<file path="src/rtl/throw_power_meter.sv">
// Turns the held space key into a ping-pong charged throw: the power ramps between
// MIN_POWER and MAX_POWER while space is held, and releasing it fires a one-cycle trigger.
module throw_power_meter #(
  parameter int STEP_DIV     = 65000,
  parameter int STEP         = 1,
  parameter int MIN_POWER    = 16,
  parameter int MAX_POWER    = 255,
  parameter int COOLDOWN_CYC = 65000
) (
  input  logic       clk,
  input  logic       rst,
  input  logic       enable,
  input  logic       space,
  output logic       throw_trigger,
  output logic [7:0] throw_power,
  output logic [7:0] power_level,
  output logic       charging
);

  localparam int PRE_W  = (STEP_DIV > 1) ? $clog2(STEP_DIV) : 1;
  localparam int COOL_W = (COOLDOWN_CYC > 1) ? $clog2(COOLDOWN_CYC) : 1;

  localparam logic [PRE_W-1:0]  PRE_LAST  = PRE_W'(STEP_DIV - 1);
  localparam logic [COOL_W-1:0] COOL_LAST = COOL_W'(COOLDOWN_CYC - 1);

  localparam logic [7:0] MIN8  = 8'(MIN_POWER);
  localparam logic [7:0] MAX8  = 8'(MAX_POWER);
  localparam logic [7:0] STEP8 = 8'(STEP);
  localparam logic [8:0] STEP9 = 9'(STEP);
  localparam logic [8:0] MAX9  = 9'(MAX_POWER);
  localparam logic [8:0] DOWN_FLOOR9 = 9'(MIN_POWER + STEP);

  localparam logic [1:0] ST_IDLE     = 2'd0;
  localparam logic [1:0] ST_ARMED    = 2'd1;
  localparam logic [1:0] ST_CHARGING = 2'd2;
  localparam logic [1:0] ST_COOLDOWN = 2'd3;

  logic [1:0]        state, state_n;
  logic [PRE_W-1:0]  prescaler, prescaler_n;
  logic [COOL_W-1:0] cool_cnt, cool_cnt_n;
  logic              dir_up, dir_up_n;
  logic [7:0]        power_n;
  logic [7:0]        throw_power_n;
  logic              trigger_n;
  logic              charging_n;

  logic [8:0]        up_sum;
  logic [7:0]        step_power;
  logic              step_dir_up;

  // Candidate value for the next ramp step; 9-bit sums keep the bound checks free of 8-bit wrap.
  always_comb begin
    up_sum      = {1'b0, power_level} + STEP9;
    step_power  = power_level;
    step_dir_up = dir_up;
    if (dir_up) begin
      if (up_sum >= MAX9) begin
        step_power  = MAX8;
        step_dir_up = 1'b0;
      end else begin
        step_power  = up_sum[7:0];
        step_dir_up = 1'b1;
      end
    end else begin
      if ({1'b0, power_level} <= DOWN_FLOOR9) begin
        step_power  = MIN8;
        step_dir_up = 1'b1;
      end else begin
        step_power  = power_level - STEP8;
        step_dir_up = 1'b0;
      end
    end
  end

  always_comb begin
    state_n       = state;
    prescaler_n   = prescaler;
    cool_cnt_n    = cool_cnt;
    dir_up_n      = dir_up;
    power_n       = power_level;
    throw_power_n = throw_power;
    trigger_n     = 1'b0;
    charging_n    = charging;

    case (state)
      // A key already held when the turn opens must be released before it counts.
      ST_IDLE: begin
        if (enable && !space) begin
          state_n = ST_ARMED;
        end
      end

      ST_ARMED: begin
        if (!enable) begin
          state_n = ST_IDLE;
        end else if (space) begin
          state_n     = ST_CHARGING;
          power_n     = MIN8;
          dir_up_n    = 1'b1;
          prescaler_n = '0;
          charging_n  = 1'b1;
        end
      end

      // Abort takes priority over release, and a release discards any step due this cycle.
      ST_CHARGING: begin
        if (!enable) begin
          state_n     = ST_IDLE;
          power_n     = 8'd0;
          charging_n  = 1'b0;
          prescaler_n = '0;
        end else if (!space) begin
          state_n       = ST_COOLDOWN;
          throw_power_n = power_level;
          trigger_n     = 1'b1;
          power_n       = 8'd0;
          charging_n    = 1'b0;
          prescaler_n   = '0;
          cool_cnt_n    = '0;
        end else if (prescaler == PRE_LAST) begin
          prescaler_n = '0;
          power_n     = step_power;
          dir_up_n    = step_dir_up;
        end else begin
          prescaler_n = prescaler + PRE_W'(1);
        end
      end

      ST_COOLDOWN: begin
        if (cool_cnt == COOL_LAST) begin
          state_n    = ST_IDLE;
          cool_cnt_n = '0;
        end else begin
          cool_cnt_n = cool_cnt + COOL_W'(1);
        end
      end

      default: begin
        state_n = ST_IDLE;
      end
    endcase
  end

  always_ff @(posedge clk) begin
    if (rst) begin
      state         <= ST_IDLE;
      prescaler     <= '0;
      cool_cnt      <= '0;
      dir_up        <= 1'b1;
      power_level   <= 8'd0;
      throw_power   <= 8'd0;
      throw_trigger <= 1'b0;
      charging      <= 1'b0;
    end else begin
      state         <= state_n;
      prescaler     <= prescaler_n;
      cool_cnt      <= cool_cnt_n;
      dir_up        <= dir_up_n;
      power_level   <= power_n;
      throw_power   <= throw_power_n;
      throw_trigger <= trigger_n;
      charging      <= charging_n;
    end
  end

endmodule

</file>
<file path="config.mk">
export PLATFORM = sky130hd
export DESIGN_NAME = throw_power_meter
export DESIGN_NICKNAME = d
export VERILOG_FILES = /design/src/rtl/throw_power_meter.sv
export SDC_FILE = /design/constraint.sdc
export NUM_CORES = 1
export LEC_CHECK = 0
export ABC_AREA = 0
export BUFFER_PORTS_ARGS = -buffer_cell sky130_fd_sc_hd__buf_2
export CORE_AREA = 2 2 84 86
export DETAILED_ROUTE_END_ITERATION = 6
export DIE_AREA = 0 0 86 88
export SETUP_SLACK_MARGIN = 0.5
export SLEW_MARGIN = 20
export SYNTH_ARGS = -nofsm -noshare
export SYNTH_HDL_FRONTEND = slang
export SYNTH_SLANG_ARGS = --single-unit
</file>
<file path="constraint.sdc">
create_clock -name clk -period 3.37 [get_ports clk]
set_input_delay 0.337 -clock clk [delete_from_list [all_inputs] [get_ports clk]]
set_output_delay 0.337 -clock clk [all_outputs]
set_load 0.02 [all_outputs]
</file>
# After elaboration in Yosys (flattened, before gate mapping)

Index checks and enable logic that the tools add are counted.

$lt $le $gt $ge: 2
Add/sub/neg operators: 4
Multiplexer cells: 39
Bitwise logic cells: 3
Eq/ne operators: 16
Reduce and logical (&&, ||, !) cells: 13

Operators with widths:

| operator                                                           | number |
|---|---|
| 2-to-1 mux 16 bit                                                  | 8 |
| 2-to-1 mux 8 bit                                                   | 8 |
| case mux 16 bit (2 select lines)                                   | 2 |
| adder 16 x 1 -> 16 bit (second input constant)                     | 2 |
| equality test 16 bit (second input constant)                       | 2 |
| != test 2 bit (second input constant)                              | 8 |
| case mux 8 bit (2 select lines)                                    | 1 |
| 2-to-1 mux 2 bit                                                   | 6 |
| AND reduction 4 bit                                                | 3 |
| 2-to-1 mux 1 bit                                                   | 11 |
| adder 8 x 1 -> 9 bit (second input constant)                       | 1 |
| greater-or-equal comparator 9 x 8 -> 1 bit (second input constant) | 1 |
| AND reduction 3 bit                                                | 3 |
| <= comparator 8 x 5 -> 1 bit (second input constant)               | 1 |
| case mux 2 bit (4 select lines)                                    | 1 |
| subtractor 8 x 1 -> 8 bit (second input constant)                  | 1 |
| != test 3 bit (second input constant)                              | 2 |
| AND reduction 6 bit                                                | 1 |
| equality test 2 bit (second input constant)                        | 2 |
| != test 4 bit (second input constant)                              | 1 |
| case mux 1 bit (2 select lines)                                    | 2 |
| nonzero test 2 bit                                                 | 2 |
| inverter 1 bit                                                     | 3 |
| OR reduction 3 bit                                                 | 1 |
| 4 further kinds                                                    | 4 |

Input port bits: 4
Output and inout bits: 18
Register bits: 53
Logic and storage cells: 85

# Longest topological paths before layout

Gate-level depths: netlist (run 1).

Depth in word-level cells: 8
Gate-level depth with buffers: 8
Gate-level depth less buffers: 7

# Least setup slack after synthesis (run 1)

OpenSTA, ideal clock, no wires.

Kind: reg2reg
Start: register power_level[0]
End: register power_level[2]
Setup slack: 1.060 ns
Data required time: 3.254 ns
Stages on the path, launching flop included: 9
Clock period less this slack: 2.310 ns
Arrival time: 2.194 ns
Library setup time: 0.116 ns
Path buffers: 1
Cells stage by stage: dfxtp_1 -> clkbuf_1 -> inv_1 -> ha_1 -> o21bai_1 -> a21oi_1 -> o31ai_1 -> nand3_1 -> a31o_2

Longest elaborated chain between the ends: 8
Elaborated cells on any way between the ends: 11
Those cells by class: 2 x add/sub; 2 x order compare; 7 x mux

RTL lines:

| what                                       | line | RTL |
|---|---|---|
| start: declaration                         | 16   | `output logic [7:0] power_level,` |
| start signal: assignment                   | 159  | `power_level <= power_n;` |
| adder 8 x 1 -> 9 bit                       | 53   | `up_sum = {1'b0, power_level} + STEP9;` |
| greater-or-equal comparator 9 x 8 -> 1 bit | 57   | `if (up_sum >= MAX9) begin` |
| 2-to-1 mux 8 bit                           | 57   |  |
| 2-to-1 mux 8 bit (*)                       | 56   | `if (dir_up) begin` |
| 2-to-1 mux 8 bit (*)                       | 120  | `end else if (prescaler == PRE_LAST) begin` |
| 2-to-1 mux 8 bit (*)                       | 112  | `end else if (!space) begin` |
| 2-to-1 mux 8 bit (*)                       | 107  | `if (!enable) begin` |
| case mux 8 bit (2 select lines) (*)        | 85   | `case (state)` |

Every way passes the cells marked *; elsewhere a longest branch is shown, timed or not. The select of a mux whose other input is x is not followed.
A chain may end at the register's enable or synchronous reset.

# Final worst setup path (run 1)

Same ends and word-level chain as after synthesis.

==> impl_metrics.json, run 1 <==
{
  "grt_pass1_vias": 2248,
  "drt_wl_total_mm": 6.25,
  "whs_path_depth": 3,
  "ys.flop_type": "dfxtp_1",
  "cts-resized-gates": 0,
  "hold_end": "state[1]",
  "drc": 0,
  "globalRouteOverflowTotal": 0,
  "synth.avg_cell_area_sq_um": 8.06,
  "cp-start-kind": "flop",
  "grt_max_degree": 25,
  "yosysTopAreaCell": "dfxtp_1",
  "powerDensity_nw_per_um2": 341,
  "cts_buffer_depth": 2,
  "cts_root_buf": "clkbuf_8",
  "grt_pass1_wl_mm": 10.8,
  "synth_edf_count": 0,
  "syn2layout_area_growth_pct": 9.09,
  "p_leak_nw": 1.04,
  "r2r-end": "power_level[2]",
  "hold_path_class": "input port to flop",
  "rr_startpoint": "power_level[0]",
  "syn_nets": 360,
  "dp_hpwl_mm": 4.38,
  "drv_cap": 0,
  "cts-buffers-inserted": 5,
  "rrSetupSlack_ns": 1.19,
  "drt_first_pass_iters": 4,
  "clk_latency_ns": 0.31,
  "std_cell_rows": 30,
  "arrival_ns": 2.40,
  "groute.usage.overall_pct": 17.6,
  "dpl.cell_count": 437,
  "regArea_sq_um": 1060,
  "first_iter_violations": 126,
  "diodes": 0,
  "path_class": "flop to flop",
  "die_h_microns": 88,
  "skew_ns": 0.00912,
  "drv_slew": 0,
  "cts_tree": "yes",
  "postCtsSetupBuffers": 0,
  "io_pins": 22,
  "synth_top_area_share_pct": 37.6,
  "synth-async-reset-ratio_pct": 0,
  "r2r_cells": 8,
  "detail_route.wl_per_cell_microns": 14.0,
  "period_share_pct": 64.6,
  "ir_drop_mv": 0.190,
  "cts_hold_buffers": 0,
  "setup_viol": 0,
  "fmax_mhz": 459,
  "hold_viol_final": 0,
  "yosys_warnings": 0,
  "synth_common_cells": "53 x dfxtp_1, 42 x nand2_1, 41 x nor2_1",
  "place_area_sq_um": 2980,
  "cp.required_ns": 3.59,
  "final_design_area_no_fill_sq_um": 3080,
  "ant_nets": 0,
  "dieArea_sq_um": 7570,
  "gp_congestion": 0.804,
  "ys_seq_elements": 53,
  "core_sq_um": 6640,
  "status": "finished, final reports clean",
  "stdcell_count": 445,
  "seq_area_frac_synth_pct": 37.6,
  "fin_nets": 374,
  "via_per_inst": 5.51,
  "nFillCells": 633,
  "setup_ws_ns": 1.19,
  "hp-start": "space",
  "die_x_microns": 86,
  "vias": 2451,
  "pre_cts_ws_ns": 1.20,
  "synth_cell_type_count": 57,
  "cp_max_fo": 13,
  "clock-sinks": 53,
  "synth_area_sq_um": 2820,
  "yosysMostFrequentCell": "dfxtp_1",
  "worst_pin_slew_ns": 0.664,
  "fin_tns_setup_ns": 0,
  "start_util_pct": 42.4,
  "finalCriticalPeriod_ns": 2.18,
  "grt_setup_unrepaired": "no",
  "syn_inst": 350,
  "drive_above_1_share_pct": 11.2,
  "cts.reportedPaths.clkPinSlew_ns": 0.11,
  "multi_input_area_sq_um": 1660,
  "cts_max_level": 2,
  "numPortBuffers": 21,
  "relSlewSlack_pct": 55.7,
  "antenna_found_initial": 0,
  "total_power_mw": 1.05,
  "endpoint_kind": "flop",
  "synth_area_leaders": "dfxtp_1 38%, nand2_1 5.6%, xnor2_1 5.6%"
}
-- flip-flops by register name (all words and copies together), names as in the netlist --
register / cells
charging: 1
cool_cnt: 16
dir_up: 1
power_level: 8
prescaler: 16
state: 2
throw_power: 8
throw_trigger: 1
-- cell usage in the layout (no fill, tap or decap), types with 2 or more instances in the layout --
cell type,count
xnor2_1,18
nand2_1,42
ha_1,6
inv_1,9
clkinvlp_4,2
nand3_1,12
o21ai_1,3
nor4_1,6
or3_1,3
nand2b_1,6
nor2_1,41
and3_1,5
nor2b_1,4
o211ai_1,2
xor2_1,11
a311oi_1,3
clkbuf_8,5
a21oi_1,20
o2111ai_1,2
o21ai_0,18
nor3_1,11
nand4b_1,3
buf_4,3
mux2i_1,2
a31oi_1,3
o31ai_1,3
buf_2,21
dfxtp_1,53
o22ai_1,2
nand3b_1,2
nand4_1,7
and2_1,3
a22oi_1,4
o211a_1,5
-- stage by stage --
| stage | hold WS [ns] | util [%] |
|---|---|---|
| after global placement | 0.443 | 44.9 |
| after floorplan | 0.467 | - |
| final | 0.416 | 46.3 |
| after CTS | 0.407 | 46.3 |
| after global routing | 0.432 | 46.3 |
| after detailed placement | 0.445 | 44.9 |
-- per-layer routing --
layer	vias up	GRT usage, %	routed length [microns]
met3	7	4.05	208
met4	0	3.90	62
met2	35	27.1	2690
li1	1274	-	-
met1	1135	25.1	3290
met5	-	0	0
-- cells by family (layout without fill, tap and decap cells) --
| group | after synthesis | count (layout) | share of synthesized area, % |
|---|---|---|---|
| buf+inv | 26 | 41 | 3.55 |
| flops | 53 | 53 | 37.6 |
| fa+ha+maj | 6 | 6 | 2.66 |
| compound gates | 80 | 80 | 19.5 |
| simple gates | 154 | 154 | 27.0 |
| xor+xnor | 29 | 29 | 9.01 |
| mux | 2 | 2 | 0.710 |
-- cell type report --
| cell class | count | area share [%] |
|---|---|---|
| clock buffers | 5 | 2.24 |
| well taps | 80 | 3.25 |
| inverters | 9 | 1.10 |
| clock inverters | 3 | 0.854 |
| repair buffers | 24 | 4.15 |
| multi-input cells | 271 | 53.9 |
| flip-flops and latches | 53 | 34.5 |
-- worst max-delay path by stage --
stage / from / end / slack [ns] / cells past startpoint
2_1_floorplan: power_level[0] / power_level[2] / 1.06 / 8
6_report: power_level[0] / power_level[2] / 1.19 / 8
5_1_grt: cool_cnt[3] / cool_cnt[10] / 1.01 / 5
4_1_cts: cool_cnt[3] / cool_cnt[2] / 1.19 / 5
3_5_place_dp: cool_cnt[3] / cool_cnt[2] / 1.20 / 5
3_3_place_gp: power_level[0] / dir_up / 1.22 / 8
-- critical path, cell delays in order, from the launching register on --
cell and delay [ns]:
dfxtp_1 0.59, inv_1 0.12, ha_1 0.35, nand2b_1 0.11
a211oi_1 0.09, o31ai_1 0.24, buf_4 0.19, nand3_1 0.09
a31o_2 0.28
-- report_power, final --
part           internal [mW]  leakage (nW)  switching [mW]
Clock                  0.152        0.0423           0.232
Combinational         0.0106         0.569          0.0229
Sequential             0.628         0.427         0.00383
Total                  0.790          1.04           0.259
(Power assumes the default switching activity.)
==> run 2, diff against run 1 <==
clock period = 2.03 ns   (was 3.37 ns; I/O delays follow)
==> run 2 against run 1 <==
  * Count of clock-buffer cells in the layout is the same
  * Sequential cell count unchanged
  * Largest power group unchanged
  * Largest cell class unchanged
  * Non-clock buffer count rose by 48
  * Power grew 68%
  * Critical path depth stayed put
==> impl_metrics.json, run 2 (synthesis results as in run 1) <==
{
  "cts_buffer_depth": 2,
  "die_h_microns": 88,
  "top_layer": "met4",
  "cp_max_fo": 8,
  "fin_tns_setup_ns": 0,
  "place_area_sq_um": 3280,
  "groute.usage.overall_pct": 19.6,
  "start_util_pct": 42.4,
  "via_per_inst": 5.43,
  "final_design_area_no_fill_sq_um": 3820,
  "final_cell_mix": "41 x nand2_1, 41 x nor2_1, 41 x buf_4",
  "swShare_pct": 25.0,
  "grt_pass1_wl_mm": 12.0,
  "power_frac_comb_pct": 4.7,
  "setup_ws_ns": 0.245,
  "setup_viol": 0,
  "pre_cts_ws_ns": 0.0664,
  "rrSetupSlack_ns": 0.24,
  "hold_viol_final": 0,
  "slowest_stage": "dfxtp_4",
  "worst_pin_slew_ns": 0.622,
  "r2r-end": "power_level[2]",
  "clockPowerShare_pct": 36.4,
  "std_cell_rows": 30,
  "critPathMostFrequentCell": "buf_6",
  "relSlewSlack_pct": 58.1,
  "skew_ns": 0.0127,
  "stdcell_count": 493,
  "core_sq_um": 6640,
  "critical_path.cell_chain": "buf_6 -> ha_1 -> nor2_1 -> o31ai_2 -> a211oi_4 -> buf_6 -> a32o_1 -> a31o_2",
  "cts_max_level": 2,
  "routed-wl-met3_microns": 250,
  "total_power_mw": 1.76,
  "fin_nets": 422,
  "p_int_mw": 1.32,
  "dp_hpwl_mm": 4.85,
  "hold_path_class": "input port to flop",
  "clock-sinks": 53,
  "cts.reportedPaths.clkPinSlew_ns": 0.11,
  "globalRouteOverflowTotal": 0,
  "cp-start-kind": "flop",
  "vias": 2679,
  "arrival_ns": 2.00,
  "cts_hold_buffers": 0,
  "grt_pass1_vias": 2543,
  "hold_end": "state[1]",
  "rr_startpoint": "power_level[0]",
  "die_x_microns": 86,
  "io_pins": 22,
  "detail_route.wl_per_cell_microns": 15.0,
  "fmax_mhz": 560,
  "antenna_found_initial": 0,
  "clk_latency_ns": 0.32,
  "endpoint_kind": "flop",
  "dieArea_sq_um": 7570,
  "r2r_cells": 8,
  "ir_drop_mv": 0.320,
  "dpl.cell_count": 459,
  "reg.largest.list": "cool_cnt: 16 flops, prescaler: 16 flops",
  "syn2layout_area_growth_pct": 35.4,
  "cts_tree": "yes",
  "finalCriticalPeriod_ns": 1.79,
  "whs_ns": 0.307,
  "drive_above_1_share_pct": 34.9,
  "powerDensity_nw_per_um2": 462,
  "hp-start": "space",
  "drt_wl_total_mm": 7.41,
  "setup.worst_path.start": "power_level[0]",
  "drv_slew": 0,
  "gp_congestion": 0.848,
  "ant_nets": 0,
  "cts-buffers-inserted": 5,
  "cts_root_buf": "clkbuf_8",
  "grt_setup_unrepaired": "yes",
  "cp.required_ns": 2.25,
  "period_share_pct": 87.9,
  "path_class": "flop to flop",
  "post-route-util_pct": 57.5,
  "drt_first_pass_iters": 5,
  "drc": 0,
  "power.net_switching_mw": 0.440,
  "first_iter_violations": 125,
  "grt_max_degree": 24,
  "diodes": 0,
  "pwr-share-seq_pct": 59.0,
  "slowest_delay_ns": 0.39,
  "p_leak_nw": 1.35,
  "numPortBuffers": 21,
  "drv_cap": 0,
  "dr_wl_met2_mm": 3.61,
  "status": "finished, final reports clean",
  "whs_path_depth": 3,
  "m1WireLength_mm": 3.46,
  "nFillCells": 610
}
[run 2: cell types whose count changed in the layout (fill, tap and decap cells not counted), moves of 6 or more]
cell     change
buf_4       +38
dfxtp_1     -18
dfxtp_2     +12
buf_6        +7
o21ai_0      -7
a21oi_1      -6
dfxtp_4      +6
[run 2: critical path: cells and delay by family (launching register included)]
kind / cells / cell delay [ns]
compound gates: 4 / 0.81
buf+inv: 2 / 0.29
fa+ha+maj: 1 / 0.14
flops: 1 / 0.39
simple gates: 1 / 0.05
[run 2: what timing repair did]
item | in CTS | in global routing
resized for setup | 40 | 22
endpoints found under the setup margin | 43 | 43
hold endpoints to repair | 0 | 0
cloned | 1 | 0
pin swaps | 18 | 14
setup buffers | 21 | 4
[run 2: final cells by class]
cell class	count	area, sq um	share of cell area (%)
Tap cell	80	100	2.62
Timing Repair Buffer	72	547	14.3
Inverter	9	38.8	1.02
Clock buffer	5	68.8	1.80
Clock inverter	3	23.8	0.622
Multi-Input combinational cell	271	1940	50.9
Sequential cell	53	1100	28.8
[run 2: worst max-delay path by stage]
stage                           to  slack [ns]  depth (start not counted)
CTS                 power_level[2]        0.21                          6
global route        power_level[6]        0.14                          6
floorplan           power_level[2]        0.23                          8
detailed placement  power_level[2]        0.07                          6
finish              power_level[2]        0.24                          8
global placement    power_level[2]        0.11                          6
[run 2: metal layers]
layer,up-vias,global-route usage (%)
met2,50,33.1
met4,0,6.06
met1,1247,25.7
met3,9,3.39
met5,-,0
li1,1373,-
[run 2: power by group through the flow]
stage | registers (mW) | clock network (mW) | logic [mW]
floorplan | 1.07 | 0 | 0.0478
global placement | 1.07 | 0 | 0.0717
detailed placement | 1.07 | 0 | 0.0725
CTS | 1.04 | 0.665 | 0.0788
global route | 1.04 | 0.705 | 0.0885
finish | 1.04 | 0.641 | 0.0820
